**src/rtl/vga_pkg.sv**
```systemverilog
// Timing constants shared with the VGA sync generator, plus box geometry and palette.
package vga_pkg;

  localparam int unsigned POS_W       = 10;
  localparam int unsigned RGB_W       = 12;
  localparam int unsigned H_VIS_START = 144;
  localparam int unsigned V_VIS_START = 34;
  localparam int unsigned H_VIS       = 640;
  localparam int unsigned V_VIS       = 480;
  localparam int unsigned BOX_SIZE    = 32;
  localparam int unsigned STEP        = 2;
  localparam int unsigned INIT_X      = 0;
  localparam int unsigned INIT_Y      = 0;

  localparam logic [RGB_W-1:0] BG_COLOR     = 12'h000;
  localparam logic [RGB_W-1:0] BORDER_COLOR = 12'hFFF;

  typedef logic [POS_W-1:0] pos_t;
  typedef logic [RGB_W-1:0] rgb_t;

  // Box colour selected by the bounce counter.
  function automatic rgb_t palette(input logic [1:0] idx);
    case (idx)
      2'd0:    palette = 12'hF00;
      2'd1:    palette = 12'h0F0;
      2'd2:    palette = 12'h00F;
      default: palette = 12'hFF0;
    endcase
  endfunction

endpackage

```
**src/rtl/vga_box_motion.sv**
```systemverilog
// One axis of box motion: position and direction, with a bounce at 0 and at MAX.
module vga_box_motion
  import vga_pkg::*;
#(
  parameter int unsigned MAX  = 608,
  parameter int unsigned STEP = 2,
  parameter int unsigned INIT = 0
) (
  input  logic clk,
  input  logic rst,
  input  logic update,
  output pos_t pos,
  output logic bounce_c
);

  logic             dir_neg;
  logic             next_dir_c;
  pos_t             next_pos_c;
  logic [POS_W:0]   pos_ext;
  logic [POS_W:0]   sum_c;

  assign pos_ext = {1'b0, pos};
  assign sum_c   = pos_ext + (POS_W+1)'(STEP);

  // Next position evaluated in one extra bit so the upper limit can never wrap.
  always_comb begin
    next_pos_c = pos;
    next_dir_c = dir_neg;
    bounce_c   = 1'b0;
    if (!dir_neg) begin
      if (sum_c >= (POS_W+1)'(MAX)) begin
        next_pos_c = POS_W'(MAX);
        next_dir_c = 1'b1;
        bounce_c   = 1'b1;
      end else begin
        next_pos_c = sum_c[POS_W-1:0];
      end
    end else begin
      if (pos_ext <= (POS_W+1)'(STEP)) begin
        next_pos_c = '0;
        next_dir_c = 1'b0;
        bounce_c   = 1'b1;
      end else begin
        next_pos_c = pos - POS_W'(STEP);
      end
    end
  end

  always_ff @(posedge clk or posedge rst) begin
    if (rst) begin
      pos     <= POS_W'(INIT);
      dir_neg <= 1'b0;
    end else if (update) begin
      pos     <= next_pos_c;
      dir_neg <= next_dir_c;
    end
  end

endmodule

```
**src/rtl/vga_box_renderer.sv**
```systemverilog
// Renders a bouncing box into the VGA pixel stream; all outputs one cycle after their inputs.
// Define VGA_BORDER_EN to draw a white one-pixel frame around the visible area.
module vga_box_renderer
  import vga_pkg::*;
(
  input  logic             vga_CLK,
  input  logic             vga_RST,
  input  logic [POS_W-1:0] position_x,
  input  logic [POS_W-1:0] position_y,
  input  logic             vga_Ready,
  input  logic             HSync,
  input  logic             VSync,
  input  logic             pause,
  output logic [RGB_W-1:0] rgb_out,
  output logic             HSync_out,
  output logic             VSync_out,
  output logic             frame_tick,
  output logic [1:0]       bounce_cnt
);

  localparam int unsigned MAX_X = H_VIS - BOX_SIZE;
  localparam int unsigned MAX_Y = V_VIS - BOX_SIZE;

  localparam logic [0:0] ST_WAIT   = 1'b0;
  localparam logic [0:0] ST_UPDATE = 1'b1;

  logic [0:0] state;
  logic [0:0] next_state;
  logic       update_c;
  logic       move_c;
  logic       bounce_x_c;
  logic       bounce_y_c;
  pos_t       box_x;
  pos_t       box_y;
  pos_t       vx;
  pos_t       vy;
  logic       in_box_c;
  rgb_t       pixel_c;

  always_ff @(posedge vga_CLK or posedge vga_RST) begin
    if (vga_RST) state <= ST_WAIT;
    else         state <= next_state;
  end

  // The (0,0) position lies in blanking, so moving the box there never tears a frame.
  always_comb begin
    next_state = state;
    case (state)
      ST_WAIT:   if (position_x == '0 && position_y == '0) next_state = ST_UPDATE;
      ST_UPDATE: next_state = ST_WAIT;
      default:   next_state = ST_WAIT;
    endcase
  end

  assign update_c = (state == ST_UPDATE);
  assign move_c   = update_c && !pause;

  vga_box_motion #(.MAX(MAX_X), .STEP(STEP), .INIT(INIT_X)) u_x (
    .clk      (vga_CLK),
    .rst      (vga_RST),
    .update   (move_c),
    .pos      (box_x),
    .bounce_c (bounce_x_c)
  );

  vga_box_motion #(.MAX(MAX_Y), .STEP(STEP), .INIT(INIT_Y)) u_y (
    .clk      (vga_CLK),
    .rst      (vga_RST),
    .update   (move_c),
    .pos      (box_y),
    .bounce_c (bounce_y_c)
  );

  assign vx = position_x - POS_W'(H_VIS_START);
  assign vy = position_y - POS_W'(V_VIS_START);

  assign in_box_c = ({1'b0, vx} >= {1'b0, box_x}) &&
                    ({1'b0, vx} <  {1'b0, box_x} + (POS_W+1)'(BOX_SIZE)) &&
                    ({1'b0, vy} >= {1'b0, box_y}) &&
                    ({1'b0, vy} <  {1'b0, box_y} + (POS_W+1)'(BOX_SIZE));

  // Colour priority: blanking, then box, then optional border, then background.
  always_comb begin
    pixel_c = '0;
    if (vga_Ready) begin
      if (in_box_c) begin
        pixel_c = palette(bounce_cnt);
      end else begin
`ifdef VGA_BORDER_EN
        if (vx == '0 || vx == POS_W'(H_VIS - 1) || vy == '0 || vy == POS_W'(V_VIS - 1))
          pixel_c = BORDER_COLOR;
        else
          pixel_c = BG_COLOR;
`else
        pixel_c = BG_COLOR;
`endif
      end
    end
  end

  always_ff @(posedge vga_CLK or posedge vga_RST) begin
    if (vga_RST) begin
      rgb_out    <= '0;
      HSync_out  <= 1'b0;
      VSync_out  <= 1'b0;
      frame_tick <= 1'b0;
      bounce_cnt <= 2'd0;
    end else begin
      rgb_out    <= pixel_c;
      HSync_out  <= HSync;
      VSync_out  <= VSync;
      frame_tick <= update_c;
      // A corner hit bounces both axes but still advances the palette by one.
      if (move_c && (bounce_x_c || bounce_y_c)) bounce_cnt <= bounce_cnt + 2'd1;
    end
  end

endmodule

```
**config.mk**
```make
export PLATFORM = sky130hd
export DESIGN_NAME = vga_box_renderer
export DESIGN_NICKNAME = d
export VERILOG_FILES = /design/src/rtl/vga_pkg.sv /design/src/rtl/vga_box_motion.sv /design/src/rtl/vga_box_renderer.sv
export SDC_FILE = /design/constraint.sdc
export NUM_CORES = 1
export LEC_CHECK = 0
export CORE_UTILIZATION = 50
export CTS_CLUSTER_SIZE = 24
export DETAILED_ROUTE_END_ITERATION = 7
export GPL_ROUTABILITY_DRIVEN = 0
export PLACE_DENSITY = 0.74
export SYNTH_ARGS = -nofsm -noshare
export SYNTH_HDL_FRONTEND = slang
export SYNTH_SLANG_ARGS = --single-unit
```
**constraint.sdc**
```tcl
create_clock -name vga_CLK -period 4.2 [get_ports vga_CLK]
set_clock_uncertainty 0.05 [all_clocks]
set_input_delay 1.05 -clock vga_CLK [delete_from_list [all_inputs] [get_ports vga_CLK]]
set_output_delay 1.05 -clock vga_CLK [all_outputs]
set_load 0.05 [all_outputs]
```
After elaboration in Yosys (flattened, before gate mapping) --
Index checks and enable logic that the tools add are counted.
Storage, ports and cells: register bits 40, input bits 26, output and inout port bits 17, logic and storage cells 62
Operators by class: add/sub/neg operators 9, order comparisons 8, equal/unequal tests 2, multiplexer cells 21, bitwise gates (word level) 1, reduce and logical (&&, ||, !) cells 11
Operator list (count):
- 10-bit 2-to-1 mux | 6
- 12-bit one-hot mux with 3 select lines | 1
- 12-bit 2-to-1 mux | 2
- 10-bit by 2-bit adder with 11-bit output (second input constant) | 2
- 10-bit by 6-bit adder with 11-bit output (second input constant) | 2
- 10-bit by 11-bit less-than comparator with 1-bit output | 2
- 10-bit >= comparator | 2
- 10-bit by 2-bit less-or-equal comparator with 1-bit output (second input constant) | 2
- 10-bit zero test | 2
- 10-bit by 2-bit subtractor with 10-bit output (second input constant) | 2
- 11-bit by 10-bit >= comparator with 1-bit output (second input constant) | 1
- 11-bit by 9-bit >= comparator with 1-bit output (second input constant) | 1
- 1-bit 2-to-1 mux | 11
- 10-bit by 6-bit subtractor with 10-bit output (second input constant) | 1
- 10-bit by 8-bit subtractor with 10-bit output (second input constant) | 1
- 1-bit logical AND | 6
- 2-bit by 1-bit adder with 2-bit output (second input constant) | 1
- 2-bit by 1-bit == test with 1-bit output (second input constant) | 1
- 2-bit == test (second input constant) | 1
- 2-bit zero test | 1
- 1-bit one-hot mux with 2 select lines | 1
- 1-bit zero test | 1
- 1-bit logical OR | 1
- 1-bit NOT | 1

Longest topological paths before layout --
depth in word-level cells 7, gate-level depth with buffers 12, gate-level depth less buffers 12

Hierarchy --
A second synthesis with hierarchy kept.
Second synthesis, totals: cells, all modules 416, area total of the unflattened synthesis 3430.8 um^2
By module, submodules not included:
- vga_box_renderer | times used 1, cells an instance 188, area each 1540.2 um^2, seq. area each 225.2 um^2
- vga_box_motion at u_x | times used 1, cells an instance 116, area each 954.7 um^2, seq. area each 250.2 um^2
- vga_box_motion at u_y | times used 1, cells an instance 112, area each 935.9 um^2, seq. area each 250.2 um^2

Worst setup path before layout --
OpenSTA, ideal clock, no wires.
path kind input -> register, from input position_y[1], to register rgb_out[7], setup time 0.086 ns, data arrival time 3.041 ns, data required time 4.064 ns, path slack 1.023 ns, cell stages on the path 9, path buffers 0, cell sequence o41ai_1 -> xor2_1 -> ha_1 -> nand2b_1 -> a221oi_1 -> a211o_1 -> a2111oi_0 -> o41ai_1 -> nor3_1
Between the ends: cells in the longest elaborated chain, start to end 6, elaborated cells on any way between the ends 7, those cells by class add/sub (1); order compare (2); mux (2); reduce/logical (2)
Ends and longest elaborated chain:
- start, declared | line vga_box_renderer.sv:9 | input logic [POS_W-1:0] position_y,
- 10-bit by 6-bit subtractor with 10-bit output (*) | line vga_box_renderer.sv:75 | assign vy = position_y - POS_W'(V_VIS_START);
- 10-bit >= comparator | line vga_box_renderer.sv:79 | ({1'b0, vy} >= {1'b0, box_y}) &&
- 1-bit logical AND | line vga_box_renderer.sv:78 | ({1'b0, vx} < {1'b0, box_x} + (POS_W+1)'(BOX_SIZE)) &&
- 1-bit logical AND (*) | line vga_box_renderer.sv:79
- 12-bit 2-to-1 mux (*) | line vga_box_renderer.sv:86 | if (in_box_c) begin
- 12-bit 2-to-1 mux (*) | line vga_box_renderer.sv:85 | if (vga_Ready) begin
- end signal, assigned | line vga_box_renderer.sv:109 | rgb_out <= pixel_c;
- end, declared | line vga_box_renderer.sv:14 | output logic [RGB_W-1:0] rgb_out,
Mark *: on every way between the ends. The rest lies on a longest branch, timed or not. A chain may end at the register's enable or synchronous reset.

Worst setup path after layout --
Ends and elaborated chain as after synthesis.

==> impl_metrics.tcl <==
set metrics [dict create \
    grt_pass1_wl_mm 12.7 \
    synth_cells 388 \
    place_ws_ns 0.193 \
    max_slew_margin_pct 40.4 \
    wl_mm 7.29 \
    start_kind "input pin" \
    postCtsSetupRepairBufs 0 \
    cts.hold.buffers_added 0 \
    ys_seq_area_share_pct 22.9 \
    setup_viol 0 \
    synth_flop_cell "dfrtp_1" \
    finalNetCount 483 \
    fin_setup_tns_ns 0 \
    die_x_um 81.5 \
    synth_area_um2 3160 \
    initial_core_util_pct 52.5 \
    synthToLayoutAreaGrowth_pct 14.7 \
    max_slew.worst_pin.slew_ns 0.895 \
    crit_chain "clkdlybuf4s50_1 -> o41ai_1 -> xor2_1 -> ha_1 -> nand2b_1 -> a221oi_1 -> a211o_1 -> a2111oi_0 -> o41ai_1 -> buf_4 -> nor3_1" \
    reg2reg_depth 11 \
    p_leak_nw 1.50 \
    maxCapViolations 0 \
    htree_levels 2 \
    ys_ff_latch 29 \
    yosysWarnings 0 \
    cts_resized 0 \
    end_kind "register" \
    placed_cell_area_um2 3550 \
    drive_gt1_share_pct 5.56 \
    viasPerCell 6.03 \
    synthAdderAreaFrac_pct 17.4 \
    crit_required_ns 4.35 \
    hold_violations 0 \
    ir_drop_mv 0.120 \
    crit_top_cell "o41ai_1" \
    vias 2950 \
    track_usage_pct 24.6 \
    synth_edf_count 0 \
    num_antenna_cells 0 \
    dp.final_hpwl_mm 5.57 \
    muxShareOfSynthArea_pct 0.633 \
    first_pass_iters 4 \
    cts.root.buffer_cell "clkbuf_8" \
    min_path_cells 0 \
    fin_util_pct 60.2 \
    postLayoutCellArea_um2 3630 \
    timing.fmax_mhz 267 \
    yosysUniqueCellTypes 66 \
    drt-initial-drc-count 322 \
    clk_pin_slew_ns 0.07 \
    slowest_stage "o41ai_1" \
    fp-row-count 28 \
    crit_type "in2reg" \
    min-delay-path-class "reg2reg" \
    synth_xor_area_share_pct 5.26 \
    finalCriticalPeriod_ns 3.75 \
    crit_arrival_ns 3.90 \
    die-area_um2 6650 \
    antenna_found_initial 0 \
    worst_skew_pair.late_latency_ns 0.29 \
    fp.dieH_um 81.5 \
    grt_pass1_vias 2749 \
    hp-start "state" \
    coreArea_um2 6030 \
    drc 0 \
    crit_fanout 3 \
    yosys.area_share.simple_pct 19.6 \
    rsz0062_at_grt "no" \
    clockBufferDepth 2 \
    boundaryPins 43 \
    cts.sinks 29 \
    slew_violations 0 \
    critPathLaunch "position_y[1]" \
    worst_slack_ns 0.454 \
    synth-compound-area-share_pct 24.2 \
    status "finished, final reports clean" \
    rr_startpoint "u_y.pos[5]" \
    overflow 0 \
    grt_start_max_net_pins 30 \
    wire_per_inst_um 14.9 \
    hold_slack_ns 0.408 \
    reg2reg_setup_slack_ns 1.41 \
    ant_nets 0 \
    port-buffer-count 42 \
    synth_top_family_by_area "compound AO/OA/AOI/OAI gates" \
    synthArstFlopShare_pct 100 \
    cts_tree "built" \
    finalCritPeriodShare_pct 89.2 \
    syn_avg_cell_area_um2 8.15 \
    power_density_nw_per_um2 179 \
    cpPeakStageDelay_ns 0.55 \
    cts_buffers 5 \
    synth_fp_nets 458 \
]
-- power by group --
part / total [mW] / switching (mW) / leakage [nW] / internal [mW]
Sequential: 0.282 / 0.000818 / 0.359 / 0.281
Combinational: 0.135 / 0.0714 / 1.10 / 0.0635
Clock: 0.233 / 0.118 / 0.0450 / 0.115
-- logic make-up after synthesis --
kind of cell / Yosys count
and+or+nand+nor: 119
AOI/OAI and AO/OA: 107
buffers and inverters: 68
adders and majority gates: 44
DFF: 29
xor gates and xnor gates: 19
muxes: 2
-- registers in the layout (all words and copies together), names as in the netlist --
| signal | count |
|---|---|
| u_x.pos | 9 |
| u_y.dir_neg | 1 |
| bounce_cnt | 2 |
| u_y.pos | 9 |
| rgb_out | 3 |
| u_x.dir_neg | 1 |
| frame_tick | 1 |
| HSync_out | 1 |
| VSync_out | 1 |
| state | 1 |
-- per-layer routing --
metal / GRT usage, % / wire length (um) / share of wire [%] / vias up
met5: 0 / 0 / 0 / -
met4: 8.75 / 118 / 1.6 / 0
met3: 3.11 / 359 / 4.9 / 14
met2: 38.3 / 3180 / 44 / 98
met1: 34.7 / 3640 / 50 / 1365
li1: - / - / - / 1473
-- stage by stage --
step | power [mW] | instances
after floorplan | 0.370 | 388
after global placement | 0.418 | 481
after CTS | 0.656 | 489
after global routing | 0.685 | 489
final | 0.649 | 489
after detailed placement | 0.422 | 481
-- final timing paths --
check                                  end
worst max-delay path            rgb_out[7]
worst min-delay path            frame_tick
worst max register to register  rgb_out[7]
worst min register to register  frame_tick
max in group asynchronous       u_y.pos[9]
min in group asynchronous       u_y.pos[3]
-- synth_stat cells (all sizes together), types with 3 or more instances --
| library cell | n | area, um2 |
|---|---|---|
| a211oi | 4 | 35.0 |
| a21o | 3 | 22.5 |
| a21oi | 19 | 98.9 |
| a221o | 3 | 30.0 |
| a221oi | 5 | 43.8 |
| a22oi | 3 | 22.5 |
| a31oi | 3 | 18.8 |
| a32oi | 3 | 26.3 |
| and3 | 7 | 45.1 |
| buf | 18 | 126 |
| clkbuf | 11 | 42.5 |
| dfrtp | 29 | 726 |
| ha | 44 | 551 |
| inv | 39 | 146 |
| nand2 | 17 | 63.8 |
| nand2b | 3 | 18.8 |
| nand3 | 15 | 75.1 |
| nand4 | 6 | 37.5 |
| nor2 | 27 | 101 |
| nor2b | 5 | 31.3 |
| nor3 | 17 | 85.1 |
| nor4 | 8 | 50.1 |
| o21a | 3 | 22.5 |
| o21ai | 29 | 145 |
| o21bai | 3 | 33.8 |
| o221ai | 3 | 26.3 |
| o31ai | 4 | 35.0 |
| o41ai | 4 | 42.6 |
| or3 | 5 | 36.3 |
| xnor2 | 9 | 78.8 |
| xor2 | 10 | 87.6 |
-- layout by cell type, fill, tap and decap left out, types with 2 or more instances in the layout --
master and n:
a2111oi_0 2, clkbuf_8 5, nor2_1 27, o32ai_1 2, o41ai_1 3, a32oi_1 3, o21ai_1 2, and3_1 6
clkinv_2 2, dfrtp_1 29, nor3_1 17, nor4_1 8, nand4_1 6, mux2i_1 2, nand2b_1 3, clkdlybuf4s50_1 42
buf_4 5, or3_1 4, o21a_1 3, a32o_1 2, a221o_1 3, nand2_1 17, a21oi_1 18, nor2b_1 5
xnor2_1 9, a211oi_1 3, o21bai_1 2, ha_1 44, a31oi_1 3, o31ai_1 3, o21ai_0 27, o221ai_1 3
a22oi_1 3, a21o_1 3, a221oi_1 5, xor2_1 10, nand3_1 15, a22o_1 2, inv_1 38, a211o_1 2
-- critical path, delay by kind of cell --
kind | cells | cell delay, ns
AOI/OAI and AO/OA | 5 | 1.48
xor gates and xnor gates | 1 | 0.25
adders and majority gates | 1 | 0.28
buffers and inverters | 2 | 0.60
and+or+nand+nor | 2 | 0.24
-- final cells by class --
class	instances	area (um2)
clock buffers	6	72.6
clock inverters	2	10.0
fillers	538	2400
inverters	39	146
multi-input cells	291	2120
flip-flops and latches	29	726
well taps	75	93.8
repair buffers	47	458
Note: power is estimated with default switching activity, not from simulation.
